File: config.mk
export PLATFORM = sky130hd
export DESIGN_NAME = seq_divider
export DESIGN_NICKNAME = d
export VERILOG_FILES = /design/src/rtl/seq_divider_pkg.sv /design/src/rtl/opposite.sv /design/src/rtl/seq_divider_div_step.sv /design/src/rtl/seq_divider.sv
export SDC_FILE = /design/constraint.sdc
export NUM_CORES = 1
export LEC_CHECK = 0
export ABC_CLOCK_PERIOD_IN_PS = 6750
export BUFFER_PORTS_ARGS = -buffer_cell sky130_fd_sc_hd__buf_2
export CAP_MARGIN = 20
export CORE_UTILIZATION = 40
export DETAILED_ROUTE_END_ITERATION = 6
export PLACE_DENSITY = 0.61
export SYNTH_ARGS = -nofsm -noshare
export SYNTH_HDL_FRONTEND = slang
export SYNTH_HIERARCHICAL = 1
export SYNTH_SLANG_ARGS = --single-unit
File: constraint.sdc
create_clock -name clk -period 6.75 [get_ports clk]
set_input_delay 0.675 -clock clk [delete_from_list [all_inputs] [get_ports clk]]
set_output_delay 0.675 -clock clk [all_outputs]
set_load 0.02 [all_outputs]
File: src/rtl/seq_divider_pkg.sv
// Shared constants for the RV64M sequential divider: FSM encoding and
// the RISC-V special-case result values.
package seq_divider_pkg;

  localparam logic [1:0] IDLE  = 2'd0;
  localparam logic [1:0] CALC  = 2'd1;
  localparam logic [1:0] FIXUP = 2'd2;

  localparam logic [63:0] RV_DIV_ZERO_Q = 64'hFFFF_FFFF_FFFF_FFFF;
  localparam logic [63:0] RV_MIN_SIGNED = 64'h8000_0000_0000_0000;

endpackage

File: src/rtl/opposite.sv
// Two's-complement negation with wrap-around at WIDTH bits.
module opposite #(
  parameter int unsigned WIDTH = 64
) (
  input  logic [WIDTH-1:0] a,
  output logic [WIDTH-1:0] y
);

  assign y = ~a + WIDTH'(1);

endmodule

File: src/rtl/seq_divider_div_step.sv
// One restoring-division iteration on the {rem, quo} register pair.
module seq_divider_div_step #(
  parameter int unsigned WORDSIZE = 64
) (
  input  logic [WORDSIZE-1:0] rem,
  input  logic [WORDSIZE-1:0] quo,
  input  logic [WORDSIZE-1:0] dvs,
  output logic [WORDSIZE-1:0] rem_nxt,
  output logic [WORDSIZE-1:0] quo_nxt
);

  logic [WORDSIZE:0] shifted;
  logic [WORDSIZE:0] diff;

  // Shifted partial remainder can need WORDSIZE+1 bits before the subtract.
  assign shifted = {rem, quo[WORDSIZE-1]};
  assign diff    = shifted - {1'b0, dvs};

  always_comb begin
    if (!diff[WORDSIZE]) begin
      rem_nxt = diff[WORDSIZE-1:0];
      quo_nxt = {quo[WORDSIZE-2:0], 1'b1};
    end else begin
      rem_nxt = shifted[WORDSIZE-1:0];
      quo_nxt = {quo[WORDSIZE-2:0], 1'b0};
    end
  end

endmodule

File: src/rtl/seq_divider.sv
// Multi-cycle restoring divider for RV64M DIV/DIVU/REM/REMU; signed mode divides
// magnitudes and re-applies signs in a final fixup cycle.
module seq_divider
  import seq_divider_pkg::*;
#(
  parameter int unsigned WORDSIZE = 64,
  parameter int unsigned CNTW     = 7
) (
  input  logic                clk,
  input  logic                rst_n,
  input  logic                start,
  input  logic                is_signed,
  input  logic [WORDSIZE-1:0] dividend,
  input  logic [WORDSIZE-1:0] divisor,
  output logic                busy,
  output logic                done,
  output logic [WORDSIZE-1:0] quotient,
  output logic [WORDSIZE-1:0] remainder,
  output logic                div_by_zero
);

  localparam logic [WORDSIZE-1:0] DivZeroQ  = RV_DIV_ZERO_Q[WORDSIZE-1:0];
  localparam logic [WORDSIZE-1:0] MinSigned = RV_MIN_SIGNED[63 -: WORDSIZE];

  logic [1:0]          state_q, state_d;
  logic                sgn_q, q_neg_q, r_neg_q;
  logic [WORDSIZE-1:0] rem_q, quo_q, dvs_q;
  logic [CNTW-1:0]     cnt_q;
  logic [WORDSIZE-1:0] quotient_q, remainder_q;
  logic                dbz_q, done_q;

  logic [WORDSIZE-1:0] dividend_neg, divisor_neg, quo_neg, rem_neg;
  logic [WORDSIZE-1:0] rem_nxt, quo_nxt;
  logic                dvd_neg_in, dvs_neg_in, div_zero, overflow, calc_last;

  opposite #(.WIDTH(WORDSIZE)) u_neg_dividend (.a(dividend), .y(dividend_neg));
  opposite #(.WIDTH(WORDSIZE)) u_neg_divisor  (.a(divisor),  .y(divisor_neg));
  opposite #(.WIDTH(WORDSIZE)) u_neg_quo      (.a(quo_q),    .y(quo_neg));
  opposite #(.WIDTH(WORDSIZE)) u_neg_rem      (.a(rem_q),    .y(rem_neg));

  seq_divider_div_step #(.WORDSIZE(WORDSIZE)) u_step (
    .rem    (rem_q),
    .quo    (quo_q),
    .dvs    (dvs_q),
    .rem_nxt(rem_nxt),
    .quo_nxt(quo_nxt)
  );

  assign dvd_neg_in = is_signed & dividend[WORDSIZE-1];
  assign dvs_neg_in = is_signed & divisor[WORDSIZE-1];
  assign div_zero   = (divisor == '0);
  assign overflow   = is_signed && (dividend == MinSigned) && (divisor == DivZeroQ);
  assign calc_last  = (cnt_q == CNTW'(WORDSIZE - 1));

  always_ff @(posedge clk or negedge rst_n) begin
    if (!rst_n) begin
      state_q <= IDLE;
    end else begin
      state_q <= state_d;
    end
  end

  always_comb begin
    state_d = state_q;
    unique case (state_q)
      IDLE:    if (start && !div_zero && !overflow) state_d = CALC;
      CALC:    if (calc_last) state_d = FIXUP;
      FIXUP:   state_d = IDLE;
      default: state_d = IDLE;
    endcase
  end

  always_comb begin
    busy        = (state_q != IDLE);
    done        = done_q;
    quotient    = quotient_q;
    remainder   = remainder_q;
    div_by_zero = dbz_q;
  end

  always_ff @(posedge clk or negedge rst_n) begin
    if (!rst_n) begin
      sgn_q       <= 1'b0;
      q_neg_q     <= 1'b0;
      r_neg_q     <= 1'b0;
      rem_q       <= '0;
      quo_q       <= '0;
      dvs_q       <= '0;
      cnt_q       <= '0;
      quotient_q  <= '0;
      remainder_q <= '0;
      dbz_q       <= 1'b0;
      done_q      <= 1'b0;
    end else begin
      done_q <= 1'b0;
      case (state_q)
        IDLE: begin
          if (start) begin
            if (div_zero) begin
              quotient_q  <= DivZeroQ;
              remainder_q <= dividend;
              dbz_q       <= 1'b1;
              done_q      <= 1'b1;
            end else if (overflow) begin
              quotient_q  <= dividend;
              remainder_q <= '0;
              dbz_q       <= 1'b0;
              done_q      <= 1'b1;
            end else begin
              sgn_q   <= is_signed;
              q_neg_q <= dvd_neg_in ^ dvs_neg_in;
              r_neg_q <= dvd_neg_in;
              rem_q   <= '0;
              quo_q   <= dvd_neg_in ? dividend_neg : dividend;
              dvs_q   <= dvs_neg_in ? divisor_neg : divisor;
              cnt_q   <= '0;
            end
          end
        end
        CALC: begin
          rem_q <= rem_nxt;
          quo_q <= quo_nxt;
          cnt_q <= cnt_q + CNTW'(1);
        end
        FIXUP: begin
          quotient_q  <= (sgn_q && q_neg_q) ? quo_neg : quo_q;
          remainder_q <= (sgn_q && r_neg_q) ? rem_neg : rem_q;
          dbz_q       <= 1'b0;
          done_q      <= 1'b1;
        end
        default: ;
      endcase
    end
  end

endmodule
; ---- After elaboration in Yosys (flattened, before gate mapping)
; Cells that the tools add are included.
[word_totals]
reg_bits = 334
inputBits = 132
output_inout_bits = 131
wordCells = 92
[classes]
add_sub_neg = 6
n_eq_ne = 11
muxes = 37
bitwise = 9
n_reduce_logical = 17
[ops]
columns = cell, count
row1 = 2-to-1 mux 64 bit, 17
row2 = case mux 64 bit (2 select lines), 4
row3 = adder 64 x 1 -> 64 bit (second input constant), 4
row4 = inverter 64 bit, 4
row5 = equality test 64 bit (second input constant), 2
row6 = subtractor 65 x 64 -> 65 bit, 1
row7 = logical NOT 64 bit, 1
row8 = 2-to-1 mux 7 bit, 3
row9 = case mux 7 bit (2 select lines), 1
row10 = != test 2 bit (second input constant), 5
row11 = AND reduction 4 bit, 2
row12 = adder 7 x 1 -> 7 bit (second input constant), 1
row13 = equality test 7 x 6 -> 1 bit (second input constant), 1
row14 = 2-to-1 mux 1 bit, 7
row15 = logical AND 1 bit, 6
row16 = nonzero test 2 bit, 3
row17 = 2-to-1 mux 2 bit, 2
row18 = case mux 1 bit (2 select lines), 2
row19 = case mux 2 bit (2 select lines), 1
row20 = != test 3 bit (second input constant), 1
row21 = AND reduction 3 bit, 1
row22 = AND 1 bit, 2
row23 = equality test 2 x 1 -> 1 bit (second input constant), 1
row24 = equality test 2 bit (second input constant), 1
row25 = other kinds (5), 7

; ---- Longest topological paths before layout
[logic_depth]
ltp_word = 7
depth_mapped = 16

; ---- By module
; The synthesis kept the hierarchy.
[modules_own_cells]
columns = module, instances, cells_each, area_each_um2, seq_area_each_um2
row1 = seq_divider, 1, 1960, 17644.4, 8358.0
row2 = seq_divider_div_step, 1, 790, 5570.3, 0.0
row3 = opposite, 4, 186, 1287.5, 0.0

; ---- Worst setup path after synthesis
; No wires, ideal clock.
[synth_timing]
path_type = input -> register
start = input divisor[23]
end = register dvs_q[33]
arrival_time_ps = 3312
t_required_ps = 6625
path_slack_ps = 3313
cell_stages = 9
path_buffers = 2
path_cell_list = or4_4 > or4_1 > clkbuf_1 > or3_1 > clkbuf_1 > or3_1 > xor2_1 > mux2_2 > mux2_4
[synth_via]
elab_cells_between_ends = 9
classes_between = add/sub (1) / eq/ne (1) / mux (1) / bitwise (3) / reduce/logical (3)
[synth_rtl]
columns = element, line
row1 = from (decl), seq_divider.sv:14  ; input logic [WORDSIZE-1:0] divisor,
row2 = inverter 64 bit, opposite.sv:9  ; assign y = ~a + WIDTH'(1);
row3 = adder 64 x 1 -> 64 bit, opposite.sv:9
row4 = via divisor_neg[33], seq_divider.sv:32  ; logic [WORDSIZE-1:0] dividend_neg, divisor_neg, quo_neg, rem_neg;
row5 = 2-to-1 mux 64 bit, seq_divider.sv:115  ; dvs_q <= dvs_neg_in ? divisor_neg : divisor;
row6 = to (signal assigned), seq_divider.sv:115
row7 = to (decl), seq_divider.sv:27  ; logic [WORDSIZE-1:0] rem_q, quo_q, dvs_q;
; The timed path passes the listed nets, and every way through them passes these cells.
; A chain may end at the register's enable or synchronous reset.

; ---- Final worst setup path
[layout_timing]
start = input divisor[58]
end = register quotient_q[0], in the netlist quotient[0]
[layout_via]
elab_chain_len = 4
elab_cells_between_ends = 8
classes_between = eq/ne (2) / mux (3) / reduce/logical (3)
[layout_lines]
columns = element, line
row1 = equality test 64 bit / logical NOT 64 bit (equally long branches), "seq_divider.sv:52, seq_divider.sv:51"
row2 = logical AND 1 bit / 2-to-1 mux 64 bit (equally long branches), "seq_divider.sv:52, seq_divider.sv:99"
row3 = != test 3 bit (no line) / 2-to-1 mux 64 bit (equally long branches), n/a
row4 = AND reduction 3 bit (no line) / case mux 64 bit (2 select lines) (equally long branches), n/a
row5 = to (signal assigned), seq_divider.sv:100  ; quotient_q <= DivZeroQ;
row6 = to (signal assigned), seq_divider.sv:105  ; quotient_q <= dividend;
row7 = to (signal assigned), seq_divider.sv:126  ; quotient_q <= (sgn_q && q_neg_q) ? quo_neg : quo_q;
row8 = to (decl), seq_divider.sv:29  ; logic [WORDSIZE-1:0] quotient_q, remainder_q;
; Parallel ways exist; a longest one is shown, timed or not. The select of a mux whose other input is x is not followed.

==> summary.log <==
[outcome] outcome finished, final reports clean
[worst_setup_path] Buf+Inv Stages, Crit Path 2
[floorplan] die outline area 0.0720 mm2
[cts] Resized Gates After CTS 0
[final_layout] area of the multi-input gates 0.0179 mm2
[worst_setup_path] endpoint of the worst-slack reg-to-reg timing path rem_q[9]
[cts] CTS tree built
[worst_setup_path] startpoint-to-endpoint class of the critical path input port to flip-flop
[worst_setup_path] Critical-path top delay cell nor4_1
[yosys] Post-Syn Instances 3494
[hold_path] class of the tightest hold or removal check input port to async pin
[run] number of maximum-capacitance violations 0
[timing] setup repair after global routing missed its margin false
[placement] RD Place Congestion 0.917
[yosys] number of enable flip-flop cells after synthesis 0
[placement] detailed placement HPWL 67900 um
[worst_setup_path] cell repeated most along the worst path nand4_1
[worst_setup_path] worst-path cell chain buf_2, nor4b_1, nand4_1, nor4_1, nand4_1, a21oi_4, buf_4, o21ai_0
[timing] max-slew violation count 0
[global_routing] global-route wire length before repair 141000 um
[power] maximum VDD drop 460 uV
[route] vias per cell 5.61
[yosys] Synth Area per Inst 8.12 um2
[route] wire length per cell 20.1 um
[final_layout] most frequent standard cell in the layout excluding fill and tap cells nand2_1
[final_layout] Area growth syn-to-layout 9.82%
[power] P_leak 12.1 nW
[yosys] total of warnings raised by yosys 6
[worst_setup_path] maximum net fanout on the critical path 33
[floorplan] vertical die dimension 268 um
[route] Final Routed Wirelength 91000 um
[timing] maximum achievable frequency 207 MHz
[yosys] share of the synthesized netlist area taken by xor and xnor gates 9.39%
[cts] insertion delay to the later sink of the worst-skew pair 0.59 ns
[yosys] number of different library cells in the post-synthesis netlist 73
[worst_setup_path] kind of cell with the highest combined delay on the critical path simple AND/OR/NAND/NOR gates
[worst_setup_path] Reg-to-Reg Start quo_q[63]
[yosys] register bit count reported by yosys 334
[power] power density relative to cell area 500 mW/mm2
[final_layout] Finished Core Util 44.4%
[worst_setup_path] worst setup slack for register-to-register paths 2.02 ns
[cts] cell at the root of the clock tree clkbuf_16
[cts] number of buffers added by the clock tree synthesis step 42
[worst_setup_path] max incr delay on CP 1.03 ns
[final_layout] area taken by flip-flops and latches 0.00836 mm2
[global_routing] maximum number of pins on one net before global-route repair 164
[yosys] proportion of synthesized area in mux cells 11.2%
[yosys] Async SR Flop Fraction 100%
[yosys] syn_nets 3696
[yosys] combinational family with the most area after synthesis simple AND/OR/NAND/NOR gates
[floorplan] die span in x 268 um
[timing] least setup slack across all paths after layout 1.91 ns
[cts] total clock sinks 334
[yosys] simple-gate share of the synthesized area 24.8%
[timing] Hold Violations, Final 0
[worst_setup_path] WP data required 7.19 ns
[floorplan] ports placed on the boundary 263
[global_routing] remaining global-route overflow 0
[cts] CTS HTree Levels 2
[final_layout] share of layout cells above drive strength 1 18.6%
[global_routing] number of global-route vias before repair 23500
[final_layout] fill count 7078
[floorplan] core area 0.0701 mm2
[worst_setup_path] capturing element type of the critical path flip-flop
[cts] total of hold buffers inserted after clock tree synthesis 0
[cts] buffer count from post-CTS setup fixing 0
[placement] pre-CTS WS 1.33 ns
[route] DRC 0
[worst_setup_path] number of cells on the worst reg-to-reg path 15
[global_routing] number of antenna violations at the first check in global routing 14
[route] via count 25400
[yosys] most frequently used flop master after synthesis dfrtp_1
[timing] setup_tns 0 ns
[final_layout] nets 3749
[route] count of TritonRoute iterations in the first routing pass 6
[cts] Clock Path Buffers 3
[route] initial detailed-routing violation count 2158
[global_routing] GR Util All Layers 24.9%
[timing] post-route clock period utilization 71.7%
[yosys] share of synthesized cell area in full adder, half adder and majority cells 3.11%
[final_layout] highest-count cells in the layout ignoring fill and taps nand2_1 (648), dfrtp_1 (332), buf_2 (261), a21oi_1 (225), o21ai_0 (188)
[yosys] Cell Area, Synth 0.0284 mm2
[timing] transition at the pin with the smallest max-transition slack 1.18 ns
[worst_setup_path] crit path launch type input port
[timing] Max Clock Skew 0.0238 ns
[floorplan] number of rows created at floorplan 97
[timing] Tmin final 4.84 ns
[placement] count of input and output buffers 262
[floorplan] initial core utilization 40.4%
[cts] register clock-pin slew on the reported worst setup and hold paths 0.06 ns
[route] antenna violation net count after detailed routing 0
[timing] final count of negative-setup-slack endpoints 0
[yosys] Compound-Gate Fraction of Synth Area 14.3%
[timing] worst-case headroom to the max-slew limit 20.7%
[worst_setup_path] Arrival @ worst endpoint 5.28 ns
[yosys] sequential share of the synthesized area 29.5%
synthesized netlist by cell type (11+ instances only):
| cell | count | area (um2) |
|---|---|---|
| xnor2_1 | 180 | 1580 |
| or4_4 | 16 | 180 |
| buf_4 | 79 | 593 |
| or4_1 | 25 | 188 |
| dfrtp_1 | 334 | 8360 |
| nor3_2 | 12 | 120 |
| a21o_1 | 26 | 195 |
| o21ai_1 | 66 | 330 |
| a21oi_1 | 226 | 1130 |
| nor2b_1 | 13 | 81.3 |
| nand4_1 | 54 | 338 |
| inv_1 | 163 | 612 |
| o21bai_1 | 16 | 120 |
| xor2_1 | 121 | 1060 |
| mux2i_1 | 66 | 661 |
| buf_6 | 26 | 293 |
| nand3_1 | 178 | 891 |
| nand2b_1 | 11 | 68.8 |
| buf_2 | 22 | 110 |
| and2_1 | 12 | 75.1 |
| o221ai_2 | 38 | 571 |
| mux2_2 | 63 | 709 |
| nor3_1 | 75 | 375 |
| nor4_2 | 14 | 175 |
| nor2_1 | 178 | 668 |
| o21ai_0 | 188 | 941 |
| or3_1 | 42 | 263 |
| ha_1 | 69 | 863 |
| nor4_1 | 106 | 663 |
| o221ai_1 | 28 | 245 |
| mux2_4 | 120 | 1800 |
| nand2_1 | 652 | 2450 |
| clkbuf_1 | 141 | 529 |
sequential cells by signal, indices dropped and copies added, names as in the netlist:
| register | count |
|---|---|
| done | 1 |
| remainder | 64 |
| cnt_q | 7 |
| quotient | 64 |
| r_neg_q | 1 |
| div_by_zero | 1 |
| q_neg_q | 1 |
| dvs_q | 64 |
| state_q | 2 |
| quo_q | 64 |
| rem_q | 64 |
| sgn_q | 1 |
stage by stage:
step	instances	area [um2]	hold slack (ns)	power, mW
floorplan	3494	28400	0.379	11.4
global route	4522	31100	0.137	16.8
CTS	4515	31100	0.111	15.5
detailed placement	4441	29600	0.496	13.0
finish	4524	31200	0.0958	15.6
global placement	4440	29600	0.493	12.9
how the worst max path moves through the flow:
stage / endpoint / slack (ns) / from / cells past startpoint
CTS: remainder[11] / 1.95 / divisor[58] / 8
detailed placement: remainder[11] / 1.33 / divisor[58] / 8
global placement: remainder[2] / 1.38 / divisor[58] / 8
global route: rem_q[9] / 1.72 / quo_q[63] / 15
floorplan: dvs_q[33] / 3.31 / divisor[23] / 9
finish: quotient[0] / 1.91 / divisor[58] / 8
per-layer routing:
layer / global-route usage (%) / vias up / routed length, um / part of all wire [%]
li1: - / 12300 / - / -
met1: 34.6 / 12100 / 41200 / 45
met2: 38.6 / 801 / 40800 / 45
met3: 3.79 / 173 / 5290 / 5.8
met4: 9.76 / 16 / 3590 / 3.9
met5: 0 / - / 86 / 0.094
layout make-up:
cell class / count / area share [%]
tap: 940 / 3.78
clock inverter: 18 / 0.795
antenna: 7 / 0.0562
clock buffer: 56 / 3.90
multi-input combinational: 2719 / 57.5
inverter: 163 / 1.96
sequential: 334 / 26.8
timing repair buffer: 287 / 5.15
power by group:
part	leakage (nW)	internal, mW	total, mW	switching, mW
logic	7.78	4.39	9.40	5.01
registers	3.62	2.71	3.74	1.03
clock network	0.732	1.49	2.43	0.943
total	12.1	8.59	15.6	6.98
logic make-up after synthesis:
group                    count (synthesis)
adder cells (fa/ha/maj)                 70
XOR/XNOR                               302
AND/OR/NAND/NOR                       1447
flip-flops                             334
multiplexers                           249
buffers and inverters                  441
AO/OA/AOI/OAI                          651
Note: power is estimated with default switching activity, not from simulation.
